--- config.mk ---
export PLATFORM = sky130hd
export DESIGN_NAME = dmac_transfer_engine
export DESIGN_NICKNAME = d
export VERILOG_FILES = /design/src/rtl/dmac_transfer_engine.sv
export SDC_FILE = /design/constraint.sdc
export NUM_CORES = 1
export LEC_CHECK = 0
export ABC_CLOCK_PERIOD_IN_PS = 2600
export BUFFER_PORTS_ARGS = -buffer_cell sky130_fd_sc_hd__buf_2
export CAP_MARGIN = 20
export CORE_ASPECT_RATIO = 2
export CORE_MARGIN = 2
export CORE_UTILIZATION = 25
export DETAILED_ROUTE_END_ITERATION = 12
export SLEW_MARGIN = 20
export SYNTH_ARGS = -nofsm -noshare
export SYNTH_HDL_FRONTEND = slang
export SYNTH_SLANG_ARGS = --single-unit
--- constraint.sdc ---
create_clock -name clk -period 2.6 [get_ports clk]
set_input_delay 0.26 -clock clk [delete_from_list [all_inputs] [get_ports clk]]
set_output_delay 0.26 -clock clk [all_outputs]
set_load 0.01 [all_outputs]
--- src/rtl/dmac_transfer_engine.sv ---
// DMAC transfer engine: latches a descriptor from the register file, then copies
// SIZE bytes over the system bus one byte at a time (read, then write).
module dmac_transfer_engine #(
    parameter logic [2:0] REG_OP   = 3'd0,
    parameter logic [2:0] REG_CTRL = 3'd1,
    parameter logic [2:0] REG_SRC  = 3'd2,
    parameter logic [2:0] REG_DST  = 3'd3,
    parameter logic [2:0] REG_SIZE = 3'd4
) (
    input  logic       clk,
    input  logic       reset,
    output logic [2:0] rAddr,
    input  logic [7:0] rData,
    output logic       m_req,
    input  logic       m_grant,
    output logic       m_wr,
    output logic [7:0] m_addr,
    output logic [7:0] m_dout,
    input  logic [7:0] m_din,
    output logic       busy,
    output logic       op_done,
    output logic       interrupt
);

    typedef enum logic [3:0] {
        IDLE,
        LOAD_CTRL,
        LOAD_SRC,
        LOAD_DST,
        LOAD_SIZE,
        REQ,
        READ,
        WRITE,
        DONE
    } state_t;

    state_t     state_reg, state_next;
    logic [7:0] src_reg, src_next;
    logic [7:0] dst_reg, dst_next;
    logic [7:0] cnt_reg, cnt_next;
    logic [7:0] data_reg, data_next;
    logic       int_en_reg, int_en_next;

    always_ff @(posedge clk or posedge reset) begin
        if (reset) begin
            state_reg  <= IDLE;
            src_reg    <= 8'd0;
            dst_reg    <= 8'd0;
            cnt_reg    <= 8'd0;
            data_reg   <= 8'd0;
            int_en_reg <= 1'b0;
        end else begin
            state_reg  <= state_next;
            src_reg    <= src_next;
            dst_reg    <= dst_next;
            cnt_reg    <= cnt_next;
            data_reg   <= data_next;
            int_en_reg <= int_en_next;
        end
    end

    // Next-state and descriptor/datapath updates
    always_comb begin
        state_next  = state_reg;
        src_next    = src_reg;
        dst_next    = dst_reg;
        cnt_next    = cnt_reg;
        data_next   = data_reg;
        int_en_next = int_en_reg;
        case (state_reg)
            IDLE: begin
                if (rData[0]) state_next = LOAD_CTRL;
            end
            LOAD_CTRL: begin
                int_en_next = rData[0];
                state_next  = LOAD_SRC;
            end
            LOAD_SRC: begin
                src_next   = rData;
                state_next = LOAD_DST;
            end
            LOAD_DST: begin
                dst_next   = rData;
                state_next = LOAD_SIZE;
            end
            LOAD_SIZE: begin
                cnt_next   = rData;
                state_next = (rData == 8'd0) ? DONE : REQ;
            end
            REQ: begin
                if (m_grant) state_next = READ;
            end
            READ: begin
                if (m_grant) begin
                    data_next  = m_din;
                    state_next = WRITE;
                end
            end
            WRITE: begin
                if (m_grant) begin
                    src_next   = src_reg + 8'd1;
                    dst_next   = dst_reg + 8'd1;
                    cnt_next   = cnt_reg - 8'd1;
                    state_next = (cnt_reg == 8'd1) ? DONE : READ;
                end
            end
            DONE: begin
                // Completion is held until software drops start; no retrigger.
                if (!rData[0]) state_next = IDLE;
            end
            default: state_next = IDLE;
        endcase
    end

    // Moore output decode
    always_comb begin
        rAddr     = REG_OP;
        m_req     = 1'b0;
        m_wr      = 1'b0;
        m_addr    = 8'd0;
        m_dout    = 8'd0;
        busy      = 1'b0;
        op_done   = 1'b0;
        interrupt = 1'b0;
        case (state_reg)
            LOAD_CTRL: begin
                rAddr = REG_CTRL;
                busy  = 1'b1;
            end
            LOAD_SRC: begin
                rAddr = REG_SRC;
                busy  = 1'b1;
            end
            LOAD_DST: begin
                rAddr = REG_DST;
                busy  = 1'b1;
            end
            LOAD_SIZE: begin
                rAddr = REG_SIZE;
                busy  = 1'b1;
            end
            REQ: begin
                m_req = 1'b1;
                busy  = 1'b1;
            end
            READ: begin
                m_req  = 1'b1;
                m_addr = src_reg;
                busy   = 1'b1;
            end
            WRITE: begin
                m_req  = 1'b1;
                m_wr   = 1'b1;
                m_addr = dst_reg;
                m_dout = data_reg;
                busy   = 1'b1;
            end
            DONE: begin
                op_done   = 1'b1;
                interrupt = int_en_reg;
            end
            default: ;
        endcase
    end

endmodule

* Word level (Yosys, flattened, before mapping)
Index checks and enable logic that the tools add are counted.
Word-level totals: register bits after elaboration 37, bits in latches 0, memory bits (writable) 0, memory bits (read-only) 0, input port bits 19, logic and storage cells 57, memories 0
Operators by class: add/subtract/negate cells 3, multipliers 0, div/mod/pow operators 0, order comparisons 0, equality and inequality tests 14, shift operators 0, mux-type cells 22, bitwise operators 0, reductions and logical operators 12
Operator list (number):
- $pmux W8 S2 | 4
- $pmux W4 S9 | 1
- $mux W8 | 4
- $mux W4 | 7
- $add A8 B1 Y8 const B | 2
- $eq A4 B3 Y1 const B | 4
- $pmux W3 S4 | 1
- $ne A2 B2 Y1 const B | 5
- $eq A4 B2 Y1 const B | 2
- $eq A8 B1 Y1 const B | 1
- $logic_not A8 Y1 | 1
- $reduce_and A2 Y1 | 4
- $sub A8 B1 Y8 const B | 1
- $reduce_or A7 Y1 | 1
- $reduce_bool A2 Y1 | 3
- $mux W1 | 5
- $reduce_and A5 Y1 | 1
- $eq A4 B1 Y1 const B | 1
- $eq A4 B4 Y1 const B | 1
- $logic_not A4 Y1 | 1
- $reduce_or A3 Y1 | 1

* Depth between registers and ports, before layout
Gate-level depths: netlist of the first run.
depth in word-level cells 4, depth in mapped cells 7, mapped depth without buffers 6

* Least setup slack after synthesis of the first run
OpenSTA, ideal clock, no wires.
path type register to output, start register state_reg[0], end output port interrupt, arrival 1525 ps, data required time 2340 ps, path slack 815 ps, stages on the path, launching flop included 5, cell sequence dfrtp_1 > buf_2 > buf_2 > nor4b_1 > and2_1
Between the ends: longest elaborated chain between the ends 2
Ends and longest elaborated chain:
- start: declaration | RTL line 37 | state_t state_reg, state_next;
- start signal: assignment | RTL line 53 | state_reg <= state_next;
- $eq A4 B4 Y1 | RTL line 125 | case (state_reg)
- $mux W1 | RTL line 125
- end: declaration | RTL line 22 | output logic interrupt
No other way between the ends.

* Worst setup path in the final report of the first run
start register state_reg[0], end output port m_addr[2]
Between the ends: longest elaborated chain between the ends 2, elaborated cells between the ends (all ways) 3, those cells by class eq/ne (2); mux (1)
Ends and longest elaborated chain:
- $eq A4 B3 Y1 | RTL line 125
- $pmux W8 S2 (*) | RTL line 125
- end: declaration | RTL line 17 | output logic [7:0] m_addr,
Mark *: on every way between the ends. The rest lies on a longest branch, timed or not.

==> impl_metrics.env, run 1 <==
export IMPL_status="finished, final reports clean"
export IMPL_n_antenna_cell=0
export IMPL_yosys_warnings=0
export IMPL_root_buffer="clkbuf_16"
export IMPL_overflow=0
export IMPL_hp_class="in2async"
export IMPL_synth_compound_area_share_pct=24.0
export IMPL_synth_cell_types=44
export IMPL_clkTransAtPathRegs_ps=60
export IMPL_grt_pass1_vias=2042
export IMPL_setup_tns_ps=0
export IMPL_clock_sinks=37
export IMPL_via_count=2126
export IMPL_fmax_ghz=0.427
export IMPL_clkLatencyLatePin_ps=290
export IMPL_dieArea_um2=9970
export IMPL_post_route_period_util_pct=90.0
export IMPL_drive_gt1_share_pct=24.3
export IMPL_r2r_setup_slack_ps=570
export IMPL_gp_congestion=0.830
export IMPL_rsz0062_at_grt="no"
export IMPL_cp_end_kind="output port"
export IMPL_cts_buffer_depth=2
export IMPL_ys_ff_latch=37
export IMPL_slowest_delay_ps=670
export IMPL_synth_fp_nets=280
export IMPL_detail_route_iter0_violations=230
export IMPL_synth_fa_ha_area_share_pct=2.19
export IMPL_p_per_area_nw_per_um2=1360
export IMPL_hold_violations=0
export IMPL_cap_violations=0
export IMPL_final_cells=398
export IMPL_arrival_ps=2080
export IMPL_post_cts_resized=0
export IMPL_post_cts_setup_buffers=0
export IMPL_synthCells=257
export IMPL_grt_util_met3_pct=2.03
export IMPL_r2r_start="state_reg[0]"
export IMPL_core_um2=8950
export IMPL_grt_max_degree=42
export IMPL_routedWlPerCell_um=16.5
export IMPL_fin_crit_ps=2340
export IMPL_wl_um=6550
export IMPL_setup_viol=0
export IMPL_htreeDepth=2
export IMPL_critPathSlowestCell="dfrtp_1"
export IMPL_synth_area_per_cell_um2=8.89
export IMPL_critPathRequiredTime_ps=2340
export IMPL_track_usage_pct=13.5
export IMPL_seq_area_frac_synth_pct=40.5
export IMPL_dp_cells=390
export IMPL_synthSimpleGateAreaFrac_pct=24.7
export IMPL_row_count=49
export IMPL_p_leak_nw=1.23
export IMPL_syn_to_final_growth_pct=20.9
export IMPL_io_pin_count=43
export IMPL_cts_buffers=5
export IMPL_ir_drop_mv=0.423
export IMPL_postCtsHoldBufs=0
export IMPL_tightestPinTransition_ps=641
export IMPL_use_met2_pct=25.3
export IMPL_nets=318
export IMPL_die_h_um=139
export IMPL_routed_via_density=5.34
export IMPL_reg2regPathDepth=5
export IMPL_synth_xor_area_share_pct=0
export IMPL_grt_use_met1_pct=14.1
export IMPL_synthesis_area_um2=2290
export IMPL_synth_top_family_by_area="simple AND/OR/NAND/NOR gates"
export IMPL_layout_commonest_cell="buf_2"
export IMPL_dp_hpwl_um=4780
export IMPL_die_w_um=71.6
export IMPL_critical_path_class="reg2out"
export IMPL_drc=0
export IMPL_max_slew_margin_rel_pct=57.2
export IMPL_grt_busiest_layer="met2"
export IMPL_drt_pre_antenna_iters=4
export IMPL_initial_core_util_pct=25.5
export IMPL_finalPower_w=0.00375
export IMPL_portBuffers=42
export IMPL_final_cell_mix="buf_2, dfrtp_1, nor2_1"
export IMPL_nFillCells=953
export IMPL_grt_pass1_wl_um=10400
export IMPL_fin_skew_ps=6.48
export IMPL_postRouteAntennaNets=0
export IMPL_timing_hold_ws_ps=82.4
export IMPL_path_cells="nand4b_2 > inv_2 > a22o_1 > buf_2"
export IMPL_startpoint="state_reg[0]"
export IMPL_startpoint_type="register"
export IMPL_cts_tree="yes"
export IMPL_slew_viol_final=0
export IMPL_crit_path_max_fanout=41
export IMPL_synth_mux_area_share_pct=4.87
export IMPL_antenna_found_initial=0
## cell type report
class / count / area (um2) / area share [%]
multi-input combinational: 200 / 1270 / 46.1
clock inverter: 2 / 37.5 / 1.36
tap: 102 / 128 / 4.62
clock buffer: 6 / 139 / 5.02
inverter: 5 / 18.8 / 0.679
sequential: 37 / 926 / 33.5
timing repair buffer: 46 / 240 / 8.69
## synthesized netlist by cell type, drive strengths merged
| library cell | count | area share (%) |
|---|---|---|
| nand4 | 3 | 0.82 |
| and3 | 4 | 1.1 |
| o31ai | 1 | 0.33 |
| a31o | 4 | 1.5 |
| a41oi | 2 | 0.77 |
| nand4b | 1 | 0.66 |
| and2 | 13 | 3.6 |
| nor4 | 2 | 0.55 |
| a32oi | 1 | 0.38 |
| nand2 | 15 | 2.8 |
| o21ai | 18 | 4.1 |
| buf | 8 | 1.8 |
| clkbuf | 7 | 1.1 |
| o21a | 5 | 1.6 |
| o21bai | 1 | 0.33 |
| nand2b | 5 | 1.4 |
| inv | 5 | 0.82 |
| a21o | 1 | 0.33 |
| and4b | 2 | 0.88 |
| nor4b | 2 | 0.77 |
| o22ai | 3 | 0.82 |
| a22o | 7 | 2.7 |
| a21oi | 18 | 3.9 |
| a22oi | 2 | 0.66 |
| mux2 | 9 | 4.4 |
| or4 | 3 | 0.99 |
| dfrtp | 37 | 41 |
| o211a | 1 | 0.44 |
| nor2b | 4 | 1.1 |
| nor3b | 3 | 1.5 |
| nor3 | 6 | 1.3 |
| a31oi | 8 | 2.2 |
| nor4bb | 1 | 0.44 |
| nor2 | 33 | 5.4 |
| ha | 4 | 2.2 |
| o2bb2ai | 1 | 0.38 |
| a2bb2oi | 1 | 0.38 |
| mux2i | 1 | 0.44 |
| nand3 | 7 | 1.5 |
| o22a | 8 | 3.1 |
## per-stage QoR
stage	util [%]	worst slack, ps	instance area, um2
6_report	30.9	261	2760
5_1_grt	30.9	99.4	2760
4_1_cts	30.9	246	2760
3_5_place_dp	28.9	570	2590
3_3_place_gp	28.9	590	2590
2_1_floorplan	-	815	2290
## cell families (layout without fill, tap and decap cells)
| kind of cell | Yosys count | in the layout |
|---|---|---|
| AO/OA/AOI/OAI | 82 | 82 |
| adder cells (fa/ha/maj) | 4 | 4 |
| buffers and inverters | 20 | 59 |
| flip-flops | 37 | 37 |
| multiplexers | 10 | 10 |
| AND/OR/NAND/NOR | 104 | 104 |
## power breakdown
part / internal, W / leakage (nW) / total [W] / switching (W)
Combinational: 0.000799 / 0.720 / 0.00181 / 0.00101
Clock: 0.000479 / 0.0831 / 0.000738 / 0.000259
Sequential: 0.000858 / 0.428 / 0.00121 / 0.000348
## routing by layer
| metal | routed length [um] | up-vias | part of all wire (%) |
|---|---|---|---|
| li1 | - | 1026 | - |
| met1 | 2480 | 1040 | 38 |
| met2 | 3730 | 52 | 57 |
| met3 | 217 | 8 | 3.3 |
| met4 | 131 | 0 | 2.0 |
| met5 | 0 | - | 0 |
## worst max-delay path, delay by kind of cell (launching register included)
family	cells	cell delay (ps)
flip-flops	1	670
buffers and inverters	2	650
AO/OA/AOI/OAI	1	270
AND/OR/NAND/NOR	1	180
## final timing paths
check,endpoint
max in group asynchronous,data_reg[6]
worst max register to register,src_reg[5]
worst min register to register,data_reg[4]
worst max-delay path,m_addr[2]
worst min-delay path,dst_reg[4]
min in group clk,data_reg[1]
No activity file was read; power rests on OpenSTA's default activity.
==> run 2: changes to the inputs <==
--- a/config.mk
+++ b/config.mk
@@ -7,11 +7,11 @@
 export LEC_CHECK = 0
 export ABC_CLOCK_PERIOD_IN_PS = 2600
 export BUFFER_PORTS_ARGS = -buffer_cell sky130_fd_sc_hd__buf_2
-export CAP_MARGIN = 20
 export CORE_ASPECT_RATIO = 2
 export CORE_MARGIN = 2
 export CORE_UTILIZATION = 25
 export DETAILED_ROUTE_END_ITERATION = 12
+export HOLD_SLACK_MARGIN = 0.1
 export SLEW_MARGIN = 20
 export SYNTH_ARGS = -nofsm -noshare
 export SYNTH_HDL_FRONTEND = slang
==> constraint.sdc (replaced) <==
create_clock -name clk -period 2.6 [get_ports clk]
set_input_delay 0.26 -clock clk [delete_from_list [all_inputs] [get_ports clk]]
set_output_delay 0.26 -clock clk [all_outputs]
set_load 0.05 [all_outputs]
==> impl_metrics.env, run 2 (same netlist as run 1, synthesis figures left out) <==
export IMPL_status="finished, final reports clean"
export IMPL_cts_buffers=5
export IMPL_io_pin_count=43
export IMPL_dp_hpwl_um=4640
export IMPL_fin_crit_ps=2370
export IMPL_r2r_end="src_reg[5]"
export IMPL_arrival_ps=2110
export IMPL_row_count=49
export IMPL_cp_end_kind="output port"
export IMPL_portBuffers=42
export IMPL_p_leak_nw=1.25
export IMPL_syn_to_final_growth_pct=22.0
export IMPL_critical_path_class="reg2out"
export IMPL_postRouteAntennaNets=0
export IMPL_reg2regPathDepth=6
export IMPL_fin_util_pct=31.2
export IMPL_nets=321
export IMPL_hold_violations=0
export IMPL_grt_pass1_wl_um=10200
export IMPL_die_h_um=139
export IMPL_max_slew_margin_rel_pct=57.6
export IMPL_post_cts_resized=0
export IMPL_nFillCells=955
export IMPL_detail_route_iter0_violations=156
export IMPL_setup_tns_ps=0
export IMPL_r2r_setup_slack_ps=550
export IMPL_drt_pre_antenna_iters=4
export IMPL_clkTransAtPathRegs_ps=60
export IMPL_antenna_found_initial=0
export IMPL_clock_sinks=37
export IMPL_initial_core_util_pct=25.5
export IMPL_n_antenna_cell=0
export IMPL_fin_skew_ps=5.31
export IMPL_rsz0062_at_grt="no"
export IMPL_slew_viol_final=0
export IMPL_overflow=0
export IMPL_via_count=2143
export IMPL_r2r_start="state_reg[2]"
export IMPL_cts_tree="yes"
export IMPL_startpoint="state_reg[1]"
export IMPL_root_buffer="clkbuf_16"
export IMPL_grt_pass1_vias=2034
export IMPL_crit_family="simple AND/OR/NAND/NOR gates"
export IMPL_path_cells="nand2b_1 > nor3b_4 > a22o_1 > buf_2"
export IMPL_tightestPinTransition_ps=636
export IMPL_path_buf_inv=1
export IMPL_htreeDepth=2
export IMPL_final_cell_mix="buf_2, dfrtp_1, nor2_1"
export IMPL_slowest_delay_ps=650
export IMPL_wl_um=6380
export IMPL_setup_viol=0
export IMPL_hp_class="in2async"
export IMPL_critPathSlowestCell="dfrtp_1"
export IMPL_routedWlPerCell_um=15.9
export IMPL_track_usage_pct=13.1
export IMPL_post_cts_setup_buffers=0
export IMPL_gp_congestion=0.823
export IMPL_core_um2=8950
export IMPL_dieArea_um2=9970
export IMPL_routed_via_density=5.34
export IMPL_cts_buffer_depth=2
export IMPL_ir_drop_mv=0.427
export IMPL_layout_commonest_cell="buf_2"
export IMPL_critPathRequiredTime_ps=2340
export IMPL_post_route_period_util_pct=91.3
export IMPL_crit_path_max_fanout=16
export IMPL_cap_violations=0
export IMPL_drc=0
export IMPL_die_w_um=71.6
export IMPL_postCtsHoldBufs=0
export IMPL_clkLatencyLatePin_ps=280
export IMPL_startpoint_type="register"
export IMPL_fmax_ghz=0.421
export IMPL_drive_gt1_share_pct=25.1
export IMPL_p_per_area_nw_per_um2=1550
export IMPL_grt_max_degree=38
[run 2: worst max path at each step]
| stage | cells after the start | slack [ps] | endpoint |
|---|---|---|---|
| after floorplan | 4 | 90 | interrupt |
| after global placement | 5 | 550 | m_addr[6] |
| after global routing | 5 | 30 | m_addr[6] |
| final | 4 | 230 | m_addr[4] |
| after detailed placement | 4 | 520 | m_addr[7] |
| after CTS | 4 | 210 | m_addr[7] |
[run 2: final cells by class]
type | instances | area [um2] | area share (%)
flip-flops and latches | 37 | 926 | 33.2
clock buffers | 7 | 143 | 5.11
repair buffers | 49 | 263 | 9.42
inverters | 5 | 18.8 | 0.673
clock inverters | 1 | 30.0 | 1.08
multi-input cells | 200 | 1280 | 45.9
well taps | 102 | 128 | 4.58
[run 2: metal layers]
metal / vias to the layer above / track usage (%) / part of all wire, %
met5: - / 0 / 0
met4: 0 / 6.75 / 3.3
met2: 59 / 24.1 / 55
met1: 1048 / 14.1 / 38
li1: 1026 / - / -
met3: 10 / 1.59 / 3.3
[run 2: through the flow]
stage	total power, W	std cells	area, um2	setup WS [ps]	hold slack [ps]
after global routing	0.00461	401	2790	28.3	150
after CTS	0.00436	401	2790	209	116
after global placement	0.00357	393	2620	547	412
after floorplan	0.00305	257	2290	90.6	362
final	0.00432	401	2790	226	94.9
after detailed placement	0.00362	393	2620	523	421
[run 2: worst reg2reg max path, stage by stage, from the launching register on]
cell and delay, ps:
dfrtp_1 660, nand4b_2 190, inv_2 460, buf_4 250
nor2_1 70, a31o_2 210, a21oi_1 130
[run 2: power by group]
group          internal, W  switching [W]  total (W)
combinational     0.000828        0.00158    0.00241
clock             0.000479       0.000239   0.000719
sequential        0.000859       0.000334    0.00119
==> run 3: changes to the inputs <==
--- a/config.mk
+++ b/config.mk
@@ -12,7 +12,10 @@
 export CORE_UTILIZATION = 25
 export DETAILED_ROUTE_END_ITERATION = 12
 export HOLD_SLACK_MARGIN = 0.1
+export MAX_ROUTING_LAYER = met4
+export PLACE_DENSITY = 0.47
 export SLEW_MARGIN = 20
 export SYNTH_ARGS = -nofsm -noshare
 export SYNTH_HDL_FRONTEND = slang
 export SYNTH_SLANG_ARGS = --single-unit
+export TNS_END_PERCENT = 1
==> impl_metrics.env, run 3 (same netlist as run 1, synthesis figures left out) <==
export IMPL_status="finished, final reports clean"
export IMPL_detail_route_iter0_violations=128
export IMPL_r2r_start="state_reg[1]"
export IMPL_grt_pass1_wl_um=10800
export IMPL_routedWlPerCell_um=16.8
export IMPL_tightestPinTransition_ps=609
export IMPL_postRouteAntennaNets=0
export IMPL_n_antenna_cell=0
export IMPL_overflow=0
export IMPL_max_slew_margin_rel_pct=59.4
export IMPL_post_route_period_util_pct=88.1
export IMPL_final_cell_mix="buf_2, dfrtp_1, nor2_1"
export IMPL_hp_class="in2async"
export IMPL_row_count=49
export IMPL_cts_buffers=5
export IMPL_die_h_um=139
export IMPL_p_leak_nw=1.23
export IMPL_grt_max_degree=45
export IMPL_syn_to_final_growth_pct=21.0
export IMPL_cts_tree="yes"
export IMPL_htreeDepth=2
export IMPL_fin_crit_ps=2290
export IMPL_cp_end_kind="output port"
export IMPL_portBuffers=42
export IMPL_clkLatencyLatePin_ps=280
export IMPL_routed_via_density=5.27
export IMPL_pre_cts_ws_ps=616
export IMPL_slew_viol_final=0
export IMPL_drt_pre_antenna_iters=6
export IMPL_io_pin_count=43
export IMPL_post_cts_resized=0
export IMPL_setup_viol=0
export IMPL_root_buffer="clkbuf_16"
export IMPL_rsz0062_at_grt="no"
export IMPL_postCtsHoldBufs=0
export IMPL_gp_congestion=0.785
export IMPL_fin_skew_ps=6.61
export IMPL_clock_sinks=37
export IMPL_dp_hpwl_um=4920
export IMPL_initial_core_util_pct=25.5
export IMPL_dieArea_um2=9970
export IMPL_cap_violations=0
export IMPL_cts_buffer_depth=2
export IMPL_nets=318
export IMPL_critPathRequiredTime_ps=2340
export IMPL_via_count=2094
export IMPL_grt_pass1_vias=2064
export IMPL_layout_commonest_cell="buf_2"
export IMPL_drc=0
export IMPL_post_cts_setup_buffers=0
export IMPL_critical_path_class="reg2out"
export IMPL_hold_violations=0
export IMPL_r2r_setup_slack_ps=640
export IMPL_crit_path_max_fanout=12
export IMPL_r2r_end="dst_reg[7]"
export IMPL_worst_slack_ps=309
export IMPL_core_um2=8950
export IMPL_wl_um=6670
export IMPL_die_w_um=71.6
export IMPL_startpoint_type="register"
export IMPL_setup_tns_ps=0
export IMPL_clkTransAtPathRegs_ps=60
export IMPL_antenna_found_initial=0
export IMPL_reg2regPathDepth=5
export IMPL_drive_gt1_share_pct=24.4
export IMPL_track_usage_pct=14.5
export IMPL_p_per_area_nw_per_um2=1550
export IMPL_arrival_ps=2030
export IMPL_ir_drop_mv=0.514
export IMPL_fmax_ghz=0.436
run 3: area by class of cell:
type	instances	area, um2
inverter	5	18.8
clock buffer	5	125
sequential	37	926
multi-input combinational	200	1280
clock inverter	2	35.0
tap	102	128
timing repair buffer	46	253
fill	973	6180
run 3: worst max path at each step:
stage                endpoint    startpoint  slack, ps  depth (start not counted)
floorplan           interrupt  state_reg[0]         90                          4
global placement    m_addr[0]  state_reg[3]        650                          4
detailed placement  m_addr[7]  state_reg[3]        620                          4
CTS                 m_addr[7]  state_reg[3]        290                          4
global route        m_addr[0]  state_reg[3]        180                          4
finish              m_addr[0]  state_reg[3]        310                          4
run 3: critical path, cell delays in order (launching register included):
cell      delay, ps
dfrtp_1         490
nand2b_1        250
nor3b_4         520
a22o_1          210
buf_2           270
run 3: power by group:
part / leakage, nW / switching (W) / internal, W
sequential: 0.428 / 0.000344 / 0.000859
clock: 0.0797 / 0.000236 / 0.000445
combinational: 0.724 / 0.00159 / 0.000822
run 3: per-layer routing:
metal	GRT usage, %	vias up	wire length [um]	part of all wire [%]
met1	14.9	1011	2500	38
met5	-	-	0	0
li1	-	1023	-	-
met3	2.61	11	231	3.5
met2	26.1	49	3750	56
met4	6.26	0	179	2.7
run 3: stage by stage:
step	hold WS [ps]	power, W	util (%)	cells	area (um2)
final	92.4	0.00429	30.9	397	2770
after global routing	181	0.00462	30.9	397	2770
after global placement	418	0.00361	29.1	390	2610
after CTS	115	0.00435	30.9	397	2770
after floorplan	362	0.00305	-	257	2290
after detailed placement	419	0.00364	29.1	390	2610
